--- config.mk ---
export PLATFORM = sky130hd
export DESIGN_NAME = wavelet53_lift_stream_flat
export DESIGN_NICKNAME = d
export VERILOG_FILES = /design/src/rtl/wavelet53_lift_stream_if.sv /design/src/rtl/wavelet53_lift_stream.sv /design/src/flat_wrapper.sv
export SDC_FILE = /design/constraint.sdc
export NUM_CORES = 1
export LEC_CHECK = 0
export ABC_AREA = 1
export CORE_MARGIN = 2
export CORE_UTILIZATION = 45
export CTS_CLUSTER_SIZE = 30
export DETAILED_ROUTE_END_ITERATION = 16
export PLACE_DENSITY_LB_ADDON = 0.3
export SLEW_MARGIN = 20
export SYNTH_ARGS = -nofsm -noshare
export SYNTH_HDL_FRONTEND = slang
export SYNTH_SLANG_ARGS = --single-unit
--- constraint.sdc ---
create_clock -name clk -period 13.32 [get_ports clk]
set_input_delay 1.998 -clock clk [delete_from_list [all_inputs] [get_ports clk]]
set_output_delay 1.998 -clock clk [all_outputs]
set_load 0.03 [all_outputs]
--- src/rtl/wavelet53_lift_stream_if.sv ---
// Pair-stream bundle for the 5/3 lifting block: input pair channel and output pair channel,
// each with a valid/ready handshake. The block connects through the slave modport.
interface wavelet53_lift_stream_if #(
  parameter int DATA_W = 16
);
  logic                     in_valid;
  logic                     in_ready;
  logic signed [DATA_W-1:0] in_even;
  logic signed [DATA_W-1:0] in_odd;
  logic                     out_valid;
  logic                     out_ready;
  logic signed [DATA_W-1:0] out_even;
  logic signed [DATA_W-1:0] out_odd;
  logic                     out_last;

  modport slave (
    input  in_valid, in_even, in_odd, out_ready,
    output in_ready, out_valid, out_even, out_odd, out_last
  );

  modport master (
    output in_valid, in_even, in_odd, out_ready,
    input  in_ready, out_valid, out_even, out_odd, out_last
  );
endinterface

--- src/rtl/wavelet53_lift_stream.sv ---
// Streaming LeGall 5/3 lifting row transform (forward/inverse per line) with symmetric
// extension, one output register and only the previous pair and previous d held as history.
module wavelet53_lift_stream #(
  parameter int DATA_W    = 16,
  parameter int LINE_LEN  = 64,
  parameter int NUM_LINES = 64,
  parameter int LINE_W    = 7
) (
  input  logic                 clk,
  input  logic                 rst_n,
  input  logic                 start,
  input  logic                 inv_mode,
  wavelet53_lift_stream_if.slave io,
  output logic [LINE_W-1:0]    line_idx,
  output logic                 busy,
  output logic                 frame_done
);

  localparam int P     = LINE_LEN / 2;
  localparam int CNT_W = $clog2(P + 1);
  localparam int SUM_W = DATA_W + 2;

  typedef logic signed [DATA_W-1:0] smp_t;
  typedef logic signed [SUM_W-1:0]  sum_t;

  typedef enum logic [2:0] {
    S_IDLE,
    S_FIRST,
    S_RUN,
    S_FLUSH,
    S_DONE
  } state_e;

  // floor((a+b)/2), sum widened so it never overflows before the shift
  function automatic smp_t half_sum(input smp_t a, input smp_t b);
    sum_t s;
    s = {{2{a[DATA_W-1]}}, a} + {{2{b[DATA_W-1]}}, b};
    s = s >>> 1;
    return s[DATA_W-1:0];
  endfunction

  // floor((a+b+2)/4)
  function automatic smp_t quarter_sum(input smp_t a, input smp_t b);
    sum_t s;
    s = {{2{a[DATA_W-1]}}, a} + {{2{b[DATA_W-1]}}, b} + sum_t'(2);
    s = s >>> 2;
    return s[DATA_W-1:0];
  endfunction

  state_e            state_q, state_d;
  logic [LINE_W-1:0] line_q, line_d;
  logic [CNT_W-1:0]  cnt_q, cnt_d;
  logic              mode_q, mode_d;
  smp_t              prev_even_q, prev_even_d;
  smp_t              prev_odd_q, prev_odd_d;
  smp_t              prev_d_q, prev_d_d;
  logic              out_valid_q, out_valid_d;
  logic              out_last_q, out_last_d;
  smp_t              out_even_q, out_even_d;
  smp_t              out_odd_q, out_odd_d;

  logic in_ready_w, in_acc, out_acc, flushing, use_d0, load, load_last;
  smp_t even_next, fwd_d, fwd_dm1, fwd_s;
  smp_t inv_dm1, inv_xe, inv_xn, inv_xo;
  smp_t res_even, res_odd, res_d;

  always_comb begin
    // NOTE: every signal driven here gets a default first, so no path can infer a latch.
    state_d     = state_q;
    line_d      = line_q;
    cnt_d       = cnt_q;
    mode_d      = mode_q;
    prev_even_d = prev_even_q;
    prev_odd_d  = prev_odd_q;
    prev_d_d    = prev_d_q;
    out_valid_d = out_valid_q;
    out_last_d  = out_last_q;
    out_even_d  = out_even_q;
    out_odd_d   = out_odd_q;
    load        = 1'b0;
    load_last   = 1'b0;

    in_ready_w = ((state_q == S_FIRST) || (state_q == S_RUN)) && (!out_valid_q || io.out_ready);
    in_acc     = io.in_valid && in_ready_w;
    out_acc    = out_valid_q && io.out_ready;
    flushing   = (state_q == S_FLUSH);
    // Output pair 0 mirrors d[-1] onto d[0]
    use_d0     = (cnt_q == CNT_W'(1));

    // Forward: the right-edge mirror x[2P] = x[2P-2] is the flush case
    even_next = flushing ? prev_even_q : io.in_even;
    fwd_d     = prev_odd_q - half_sum(prev_even_q, even_next);
    fwd_dm1   = use_d0 ? fwd_d : prev_d_q;
    fwd_s     = prev_even_q + quarter_sum(fwd_dm1, fwd_d);

    // Inverse: x[2k] of the incoming pair is rebuilt on the fly for the odd update
    inv_dm1 = use_d0 ? prev_odd_q : prev_d_q;
    inv_xe  = prev_even_q - quarter_sum(inv_dm1, prev_odd_q);
    inv_xn  = flushing ? inv_xe : (io.in_even - quarter_sum(prev_odd_q, io.in_odd));
    inv_xo  = prev_odd_q + half_sum(inv_xe, inv_xn);

    res_even = mode_q ? inv_xe : fwd_s;
    res_odd  = mode_q ? inv_xo : fwd_d;
    res_d    = mode_q ? prev_odd_q : fwd_d;

    if (out_acc) begin
      out_valid_d = 1'b0;
      out_last_d  = 1'b0;
    end

    unique case (state_q)
      S_IDLE: begin
        if (start) begin
          state_d = S_FIRST;
          line_d  = '0;
        end
      end
      S_FIRST: begin
        if (in_acc) begin
          mode_d      = inv_mode;
          prev_even_d = io.in_even;
          prev_odd_d  = io.in_odd;
          cnt_d       = CNT_W'(1);
          state_d     = (P == 1) ? S_FLUSH : S_RUN;
        end
      end
      S_RUN: begin
        if (in_acc) begin
          load        = 1'b1;
          prev_even_d = io.in_even;
          prev_odd_d  = io.in_odd;
          cnt_d       = cnt_q + CNT_W'(1);
          if (cnt_q == CNT_W'(P - 1)) state_d = S_FLUSH;
        end
      end
      S_FLUSH: begin
        if (out_valid_q && out_last_q) begin
          if (io.out_ready) begin
            if (line_q == LINE_W'(NUM_LINES - 1)) begin
              state_d = S_DONE;
            end else begin
              line_d  = line_q + LINE_W'(1);
              state_d = S_FIRST;
            end
          end
        end else if (!out_valid_q || io.out_ready) begin
          load      = 1'b1;
          load_last = 1'b1;
        end
      end
      S_DONE: state_d = S_IDLE;
      default: state_d = S_IDLE;
    endcase

    if (load) begin
      out_valid_d = 1'b1;
      out_last_d  = load_last;
      out_even_d  = res_even;
      out_odd_d   = res_odd;
      prev_d_d    = res_d;
    end
  end

  // NOTE: data registers are reset along with control so outputs are defined from reset.
  always_ff @(posedge clk or negedge rst_n) begin
    if (!rst_n) begin
      state_q     <= S_IDLE;
      line_q      <= '0;
      cnt_q       <= '0;
      mode_q      <= 1'b0;
      prev_even_q <= '0;
      prev_odd_q  <= '0;
      prev_d_q    <= '0;
      out_valid_q <= 1'b0;
      out_last_q  <= 1'b0;
      out_even_q  <= '0;
      out_odd_q   <= '0;
    end else begin
      // NOTE: non-blocking so every flop updates from the same pre-edge values.
      state_q     <= state_d;
      line_q      <= line_d;
      cnt_q       <= cnt_d;
      mode_q      <= mode_d;
      prev_even_q <= prev_even_d;
      prev_odd_q  <= prev_odd_d;
      prev_d_q    <= prev_d_d;
      out_valid_q <= out_valid_d;
      out_last_q  <= out_last_d;
      out_even_q  <= out_even_d;
      out_odd_q   <= out_odd_d;
    end
  end

  assign io.in_ready  = in_ready_w;
  assign io.out_valid = out_valid_q;
  assign io.out_even  = out_even_q;
  assign io.out_odd   = out_odd_q;
  assign io.out_last  = out_last_q;
  assign line_idx     = line_q;
  assign busy         = (state_q != S_IDLE);
  assign frame_done   = (state_q == S_DONE);

endmodule

--- src/flat_wrapper.sv ---
// flat-port wrapper written by rule: the top's interface ports become plain ports
module wavelet53_lift_stream_flat 
#(
  parameter int DATA_W    = 16,
  parameter int LINE_LEN  = 64,
  parameter int NUM_LINES = 64,
  parameter int LINE_W    = 7
)
  (clk, rst_n, start, inv_mode, line_idx, busy, frame_done, io_in_valid, io_in_even, io_in_odd, io_out_ready, io_in_ready, io_out_valid, io_out_even, io_out_odd, io_out_last);
  wavelet53_lift_stream_if #(.DATA_W(DATA_W)) io_i ();
  input  logic clk;
  input  logic rst_n;
  input  logic start;
  input  logic inv_mode;
  output logic [LINE_W-1:0] line_idx;
  output logic busy;
  output logic frame_done;
  input wire logic [$bits(io_i.in_valid)-1:0] io_in_valid;
  input wire logic [$bits(io_i.in_even)-1:0] io_in_even;
  input wire logic [$bits(io_i.in_odd)-1:0] io_in_odd;
  input wire logic [$bits(io_i.out_ready)-1:0] io_out_ready;
  output wire logic [$bits(io_i.in_ready)-1:0] io_in_ready;
  output wire logic [$bits(io_i.out_valid)-1:0] io_out_valid;
  output wire logic [$bits(io_i.out_even)-1:0] io_out_even;
  output wire logic [$bits(io_i.out_odd)-1:0] io_out_odd;
  output wire logic [$bits(io_i.out_last)-1:0] io_out_last;
  assign io_i.in_valid = io_in_valid;
  assign io_i.in_even = io_in_even;
  assign io_i.in_odd = io_in_odd;
  assign io_i.out_ready = io_out_ready;
  assign io_in_ready = io_i.in_ready;
  assign io_out_valid = io_i.out_valid;
  assign io_out_even = io_i.out_even;
  assign io_out_odd = io_i.out_odd;
  assign io_out_last = io_i.out_last;
  wavelet53_lift_stream #(.DATA_W(DATA_W), .LINE_LEN(LINE_LEN), .NUM_LINES(NUM_LINES), .LINE_W(LINE_W)) u_core (.clk(clk), .rst_n(rst_n), .start(start), .inv_mode(inv_mode), .io(io_i), .line_idx(line_idx), .busy(busy), .frame_done(frame_done));
endmodule
==> results of run 1 <==
[worst max-delay path by stage]
stage	startpoint	to	slack, ns	cells after the start
final	io_in_even[1]	u_core.io.out_even[15]	4.19	44
after global routing	io_in_even[1]	u_core.io.out_even[15]	3.48	40
after CTS	io_in_even[1]	u_core.io.out_even[15]	4.21	45
after detailed placement	io_in_even[1]	u_core.io.out_even[15]	3.86	45
after global placement	io_in_even[1]	u_core.io.out_even[15]	3.87	44
after floorplan	io_in_even[4]	u_core.io.out_even[15]	5.80	46
[worst max-delay path, delay by kind of cell]
family	cells	cell delay, ns
simple gates	24	2.86
compound gates	9	1.84
fa+ha+maj	4	1.29
buf+inv	5	0.88
xor+xnor	2	0.49
[cells in the final DEF (no fill, tap or decap), types with 15 or more instances in the layout]
cell type	count
a21oi_1	177
nor3_1	30
a31oi_1	24
o21bai_1	15
nor2_1	126
clkdlybuf4s50_1	80
dfrtp_1	99
xor2_1	76
nand3_1	104
xnor2_1	47
o21ai_0	160
nand4_1	16
or2_2	15
nand2_1	497
inv_1	270
ha_1	160
[flip-flops by register name (all words and copies together) (netlist names)]
name and cells:
u_core.io.out_even 16, u_core.io.out_odd 16, u_core.prev_d_q 16, u_core.prev_even_q 16, u_core.prev_odd_q 16, u_core.line_idx 7
u_core.cnt_q 6, u_core.state_q 3, u_core.io.out_last 1, u_core.io.out_valid 1, u_core.mode_q 1
[cell usage after synthesis (all sizes together)]
| master | instances |
|---|---|
| o21bai | 15 |
| o21ai | 168 |
| ha | 160 |
| o211ai | 3 |
| nor2 | 134 |
| nand3b | 10 |
| a21boi | 11 |
| o21a | 3 |
| a21oi | 177 |
| and3 | 2 |
| o31ai | 6 |
| clkinv | 1 |
| buf | 10 |
| inv | 274 |
| a31oi | 24 |
| fa | 10 |
| nand2 | 507 |
| or2 | 16 |
| o2111ai | 2 |
| nor4 | 11 |
| o2bb2ai | 1 |
| and2 | 3 |
| nand4 | 16 |
| a211oi | 6 |
| o221ai | 2 |
| nor2b | 1 |
| xnor2 | 48 |
| a221oi | 2 |
| nand3 | 108 |
| a21o | 7 |
| clkbuf | 25 |
| dfrtp | 99 |
| a22oi | 5 |
| xor2 | 80 |
| a2bb2oi | 1 |
| nor3b | 1 |
| o22ai | 6 |
| nor3 | 32 |
[layout make-up]
class	instances	area, sq um	share of cell area, %
clock inverters	6	136.4	0.9330
inverters	275	1032	7.062
flip-flops and latches	99	2477	16.95
repair buffers	88	860.8	5.889
multi-input cells	1578	9402	64.32
well taps	384	480.5	3.287
clock buffers	10	229.0	1.566
[logic make-up after synthesis]
family | Yosys count | share of synthesized area (%)
buffers and inverters | 310 | 8.988
AOI/OAI and AO/OA | 439 | 18.55
adders and majority gates | 170 | 16.88
and+or+nand+nor | 841 | 27.62
xor gates and xnor gates | 128 | 8.969
DFF | 99 | 18.99
[layer usage]
| metal | up-vias | GRT usage [%] | part of all wire [%] |
|---|---|---|---|
| met3 | 58 | 2.931 | 6.3 |
| li1 | 6704 | - | - |
| met2 | 419 | 45.52 | 46 |
| met5 | - | 0 | 0 |
| met1 | 6272 | 37.41 | 46 |
| met4 | 0 | 6.758 | 1.8 |
[metrics by stage]
step                util [%]  hold WS, ns  instance area, sq um  setup WS (ns)
global route           51.07       0.5130                 14620          3.483
finish                 51.07       0.4808                 14620          4.194
floorplan                  -       0.4808                 13040          5.799
detailed placement     49.79       0.4656                 14250          3.864
CTS                    51.07       0.4849                 14620          4.211
global placement       49.79       0.4608                 14250          3.869
==> flow_summary.ini, run 1 <==
[synth]
synth.cell_area_sq_mm = 0.01304
synth_cells = 1987
synth_area_leaders = dfrtp_1 19%, ha_1 15%, nand2_1 14%
syn_area_per_cell_sq_um = 6.565
yosys_warnings = 0
ys_types = 54
seq_area_frac_synth_pct = 18.99
synth_nets = 2195
synth_top_area_share_pct = 18.99
synth-seq-cells = 99
yosys.area.top_type = dfrtp_1

[clock_network]
clock-root-buffer = clkbuf_16
clockBufferDepth = 2
post_cts_buffers = 0
cts_tree = built
clk_pin_slew_ns = 0.07
cts_max_level = 3
cts_num_sinks = 99
postCtsHoldBufs = 0
clkLatencyLatePin_ns = 0.37
cts_resized = 0
cts_made_buffers = 9

[layout]
instances_no_fill = 2440
nFillCells = 2890
antennaDiodeCount = 0
area_delta_synth_final_pct = 12.07
layout.nets = 2259
drive_gt1_share_pct = 3.794

[drt]
vias = 13450
routed_wl_microns = 40770
wl_per_cell_microns = 16.71
drt_iter0_drc = 987
postRouteAntennaNets = 0
viasPerCell = 5.514
drc = 0
drt_first_pass_iters = 5

[setup_path]
worstPathMaxFanout = 4
reg2reg_slack_ns = 4.53
regToRegEndpoint = u_core.io.out_odd[14]
crit_path_start_kind = primary input
path_class = in2reg
r2r_cells = 43
required_ns = 13.58
slowest_delay_ns = 0.57
crit_top_cell = nand2_1
crit_path_end_kind = flop
critPathArrivalTime_ns = 9.39
reg2reg_from = u_core.cnt_q[1]
worst_path_max_delay_cell = clkdlybuf4s50_1

[floorplan]
core_sq_mm = 0.02863
die_h_microns = 174.3
die_w_microns = 174.3
start_util_pct = 45.57
dieArea_sq_mm = 0.03036
ios = 82
num_rows = 62

[place]
place_hpwl_microns = 33260
routabilityCongestion = 0.9615
portBuffers = 81
placed_cells = 2424

[min_path]
min_to = u_core.io.out_even[15]
holdCritPathClass = reg2reg
holdCritStartpoint = u_core.io.out_even[15]
holdPathStages = 2

[run_status]
status = finished, final reports clean

[sta]
finalCritPeriodShare_pct = 68.51
finalSetupTns_ns = 0
final.min_clock_period_ns = 9.126
slew_viol_final = 0
tightest_slew_ns = 0.8008
hold_violations = 0
clock.fmax_mhz = 109.6
finClkSkew_ns = 0.01055
grt_setup_unrepaired = false
slew_headroom_pct = 46.61
setup_violations = 0

[flow_run]
cap_violations = 0

[global_routing]
overflow = 0
grt_max_degree = 60
grt_antenna_before_repair = 0
grt_pass1_wl_microns = 65590
grt_use_total_pct = 27.18
grt_pass1_vias = 13110
Power of run 1 is not shown: default switching activity piles up to over one toggle a cycle in this logic, so the estimate is an artifact.
==> run 2: changes to the inputs <==
==> constraint.sdc (replaced) <==
create_clock -name clk -period 8 [get_ports clk]
set_input_delay 1.2 -clock clk [delete_from_list [all_inputs] [get_ports clk]]
set_output_delay 1.2 -clock clk [all_outputs]
set_load 0.03 [all_outputs]
==> flow_summary.ini, run 2 (synthesized netlist as in run 1, its figures left out) <==
[setup_path]
critPathLaunch = io_in_even[3]
path_class = in2reg
slowest_delay_ns = 0.50
crit_buf_inv = 9
critPathArrivalTime_ns = 7.88
worst_path_max_delay_cell = clkdlybuf4s50_1
reg2reg_slack_ns = 0.58
path_depth = 46
critPathCapture = u_core.io.out_even[15]
required_ns = 8.32
crit_top_cell = nand2_1
r2r_cells = 43
reg2reg_from = u_core.cnt_q[0]
crit_path_end_kind = flop
crit_path_start_kind = primary input
worstPathMaxFanout = 5
regToRegEndpoint = u_core.io.out_odd[14]
crit_family = simple AND/OR/NAND/NOR gates

[floorplan]
core_sq_mm = 0.02863
die_w_microns = 174.3
ios = 82
dieArea_sq_mm = 0.03036
num_rows = 62
die_h_microns = 174.3
start_util_pct = 45.57

[place]
place_hpwl_microns = 33530
routabilityCongestion = 0.9584
placed_cells = 2476
portBuffers = 81
postPlaceCellArea_sq_mm = 0.01464

[flow_run]
cap_violations = 0

[global_routing]
grt_antenna_before_repair = 0
grtUsageMet2_pct = 45.42
grt_pass1_wl_microns = 64980
top_usage_layer = met2
grt_use_total_pct = 27.00
grt_max_degree = 53
grt_pass1_vias = 13150
overflow = 0
use_met1_pct = 36.35
use_met3_pct = 3.521

[drt]
wl_per_cell_microns = 16.61
drt_first_pass_iters = 7
postRouteAntennaNets = 0
vias = 13770
viasPerCell = 5.478
drc = 0
routed_wl_microns = 41750
drt_iter0_drc = 1003

[sta]
tightest_slew_ns = 0.7345
finalCritPeriodShare_pct = 94.52
final.min_clock_period_ns = 7.562
setup_violations = 0
hold_violations = 0
slew_viol_final = 0
grt_setup_unrepaired = true
slew_headroom_pct = 51.04
clock.fmax_mhz = 132.2
finClkSkew_ns = 0.01310

[layout]
instances_no_fill = 2513
layout.nets = 2332
finalInstanceArea_sq_mm = 0.01546
drive_gt1_share_pct = 9.864
mostFrequentLayoutCells = 494 x nand2_1, 270 x inv_1, 160 x a21oi_1
fin_util_pct = 54.01
layout.cells.most_common = nand2_1
area_delta_synth_final_pct = 18.53
nFillCells = 2758
antennaDiodeCount = 0

[clock_network]
clkLatencyLatePin_ns = 0.39
clockBufferDepth = 2
clk_pin_slew_ns = 0.07
cts_max_level = 3
cts_tree = built
clock-root-buffer = clkbuf_16
cts_made_buffers = 9
cts_num_sinks = 99

[min_path]
holdCritStartpoint = u_core.io.out_even[13]
holdCritPathClass = reg2reg

[run_status]
status = finished, final reports clean
## run 2: routing by layer
layer  vias to the layer above  part of all wire (%)  wire (microns)
met5                         -                     0               0
met1                      6478                    46           19230
li1                       6861                     -               -
met4                         0                   2.0             825
met2                       370                    46           19160
met3                        58                   6.1            2533
## run 2: stage by stage
stage                     setup slack (ns)  hold slack (ns)  TNS (ns)
after floorplan                      1.277           0.4808         0
final                               0.4384           0.4847         0
after CTS                          0.03926           0.4880         0
after detailed placement           -0.2927           0.4671   -0.7387
after global routing              -0.07145           0.5043   -0.1909
after global placement             -0.2559           0.4635   -0.7305
## run 2: timing repair
item	in CTS	in global routing
hold buffers	0	0
hold endpoints to repair	0	0
endpoints found under the setup margin	0	10
resized for setup	0	78
setup buffers	0	21
## run 2: worst min-delay path by stage
| stage | endpoint | slack (ns) | cells after the start |
|---|---|---|---|
| 2_1_floorplan | u_core.prev_d_q[5] | 0.48 | 2 |
| 3_3_place_gp | u_core.io.out_even[14] | 0.46 | 2 |
| 3_5_place_dp | u_core.io.out_even[13] | 0.47 | 2 |
| 4_1_cts | u_core.io.out_even[13] | 0.49 | 2 |
| 5_1_grt | u_core.io.out_even[13] | 0.50 | 2 |
| 6_report | u_core.io.out_even[13] | 0.48 | 2 |
## run 2: worst min-delay path, cell delays in order (launching register included)
cell     delay (ns)
dfrtp_1        0.35
nand2_1        0.05
nand2_1        0.05
## run 2: final cells by class
class | count | area, sq um | share of cell area (%)
clock buffer | 10 | 229.0 | 1.481
clock inverter | 6 | 97.59 | 0.6312
inverter | 275 | 1032 | 6.676
multi-input combinational | 1578 | 9719 | 62.86
sequential | 99 | 2477 | 16.02
tap | 384 | 480.5 | 3.108
timing repair buffer | 161 | 1425 | 9.217
Power of run 2 is left out for the same reason.
==> run 3: changes to the inputs <==
--- a/config.mk
+++ b/config.mk
@@ -6,7 +6,6 @@
 export NUM_CORES = 1
 export LEC_CHECK = 0
 export ABC_AREA = 1
-export CORE_MARGIN = 2
 export CORE_UTILIZATION = 45
 export CTS_CLUSTER_SIZE = 30
 export DETAILED_ROUTE_END_ITERATION = 16
==> flow_summary.ini, run 3 (synthesized netlist as in run 1, its figures left out) <==
[sta]
slew_headroom_pct = 52.90
final.min_clock_period_ns = 7.499
setup_violations = 0
clock.fmax_mhz = 133.4
finalCritPeriodShare_pct = 93.73
tightest_slew_ns = 0.7065
slew_viol_final = 0
finClkSkew_ns = 0.009863
grt_setup_unrepaired = true
fin_ws_ns = 0.5013
hold_violations = 0

[drt]
viasPerCell = 5.463
routed_wl_microns = 42140
postRouteAntennaNets = 0
drt_first_pass_iters = 5
wl_per_cell_microns = 16.76
drc = 0
vias = 13740
drt_iter0_drc = 1124

[clock_network]
cts_num_sinks = 99
postCtsHoldBufs = 0
cts_made_buffers = 9
clock-root-buffer = clkbuf_16
cts_tree = built
clockBufferDepth = 2
clkLatencyLatePin_ns = 0.38
cts_max_level = 3
clk_pin_slew_ns = 0.07

[global_routing]
grt_max_degree = 53
grt_pass1_wl_microns = 66370
overflow = 0
grt_pass1_vias = 13260
grt_use_total_pct = 29.13
grt_antenna_before_repair = 0

[run_status]
status = finished, final reports clean

[layout]
fin_util_pct = 54.70
drive_gt1_share_pct = 9.453
nFillCells = 2751
layout.cells.most_common = nand2_1
finalInstanceArea_sq_mm = 0.01540
layout.nets = 2340
area_delta_synth_final_pct = 18.10
antennaDiodeCount = 0
mostFrequentLayoutCells = 493 x nand2_1, 270 x inv_1, 166 x a21oi_1

[floorplan]
die_w_microns = 172.3
num_rows = 61
die_h_microns = 172.3
start_util_pct = 46.31
ios = 82
core_sq_mm = 0.02816
dieArea_sq_mm = 0.02967

[setup_path]
worstPathMaxFanout = 19
crit_path_start_kind = flop
crit_top_cell = nand2_1
required_ns = 8.31
slowest_delay_ns = 0.47
worst_path_max_delay_cell = fa_1
path_class = reg2reg
crit_path_end_kind = flop
critPathArrivalTime_ns = 7.81

[flow_run]
cap_violations = 0

[place]
routabilityCongestion = 0.9670
portBuffers = 81
post-place-ws_ns = -0.3794
place_hpwl_microns = 34530
postPlaceCellArea_sq_mm = 0.01474

[min_path]
holdCritPathClass = reg2reg
[run 3: stage by stage]
stage,std cells,setup TNS [ns],hold WS [ns]
finish,2515,0,0.4795
global route,2515,-0.09244,0.5139
CTS,2500,0,0.4853
detailed placement,2484,-1.376,0.4666
global placement,2484,-0.8525,0.4626
floorplan,1987,0,0.4808
[run 3: timing repair]
item                                    4_1_cts  5_1_grt
resized for setup                             1       59
endpoints found under the setup margin        1        9
cloned                                        0        0
pin swaps                                     0       16
setup buffers                                 0       15
[run 3: worst max-delay path, delay by kind of cell (launching register included)]
family / cells / cell delay, ns
compound gates: 11 / 1.78
xor+xnor: 3 / 0.60
fa+ha+maj: 5 / 1.65
buf+inv: 4 / 0.45
flops: 1 / 0.41
simple gates: 24 / 2.52
[run 3: final timing paths]
| check | to | cells past startpoint | from | slack [ns] |
|---|---|---|---|---|
| max | u_core.io.out_odd[15] | 47 | u_core.cnt_q[1] | 0.50 |
| min | u_core.io.out_odd[15] | 2 | u_core.io.out_odd[15] | 0.48 |
| max reg2reg | u_core.io.out_odd[15] | 47 | u_core.cnt_q[1] | 0.50 |
| min reg2reg | u_core.io.out_odd[15] | 2 | u_core.io.out_odd[15] | 0.48 |
| max in group asynchronous | u_core.prev_d_q[10] | 2 | rst_n | 6.00 |
| min in group asynchronous | u_core.line_idx[1] | 1 | rst_n | 0.83 |
[run 3: routing by layer]
| layer | GRT usage (%) | part of all wire [%] | vias up |
|---|---|---|---|
| met1 | 39.16 | 45 | 6365 |
| met2 | 48.30 | 46 | 438 |
| met3 | 4.074 | 6.8 | 56 |
| met5 | 1.391 | 0.12 | - |
| met4 | 8.157 | 1.7 | 2 |
| li1 | - | - | 6878 |
[run 3: layout make-up]
class	instances	area, sq um	share of cell area (%)
multi-input combinational	1578	9647	62.62
inverter	275	1032	6.701
clock inverter	7	81.33	0.5279
tap	378	473.0	3.070
sequential	99	2477	16.08
clock buffer	9	225.2	1.462
timing repair buffer	169	1469	9.535
Power of run 3 is left out for the same reason.
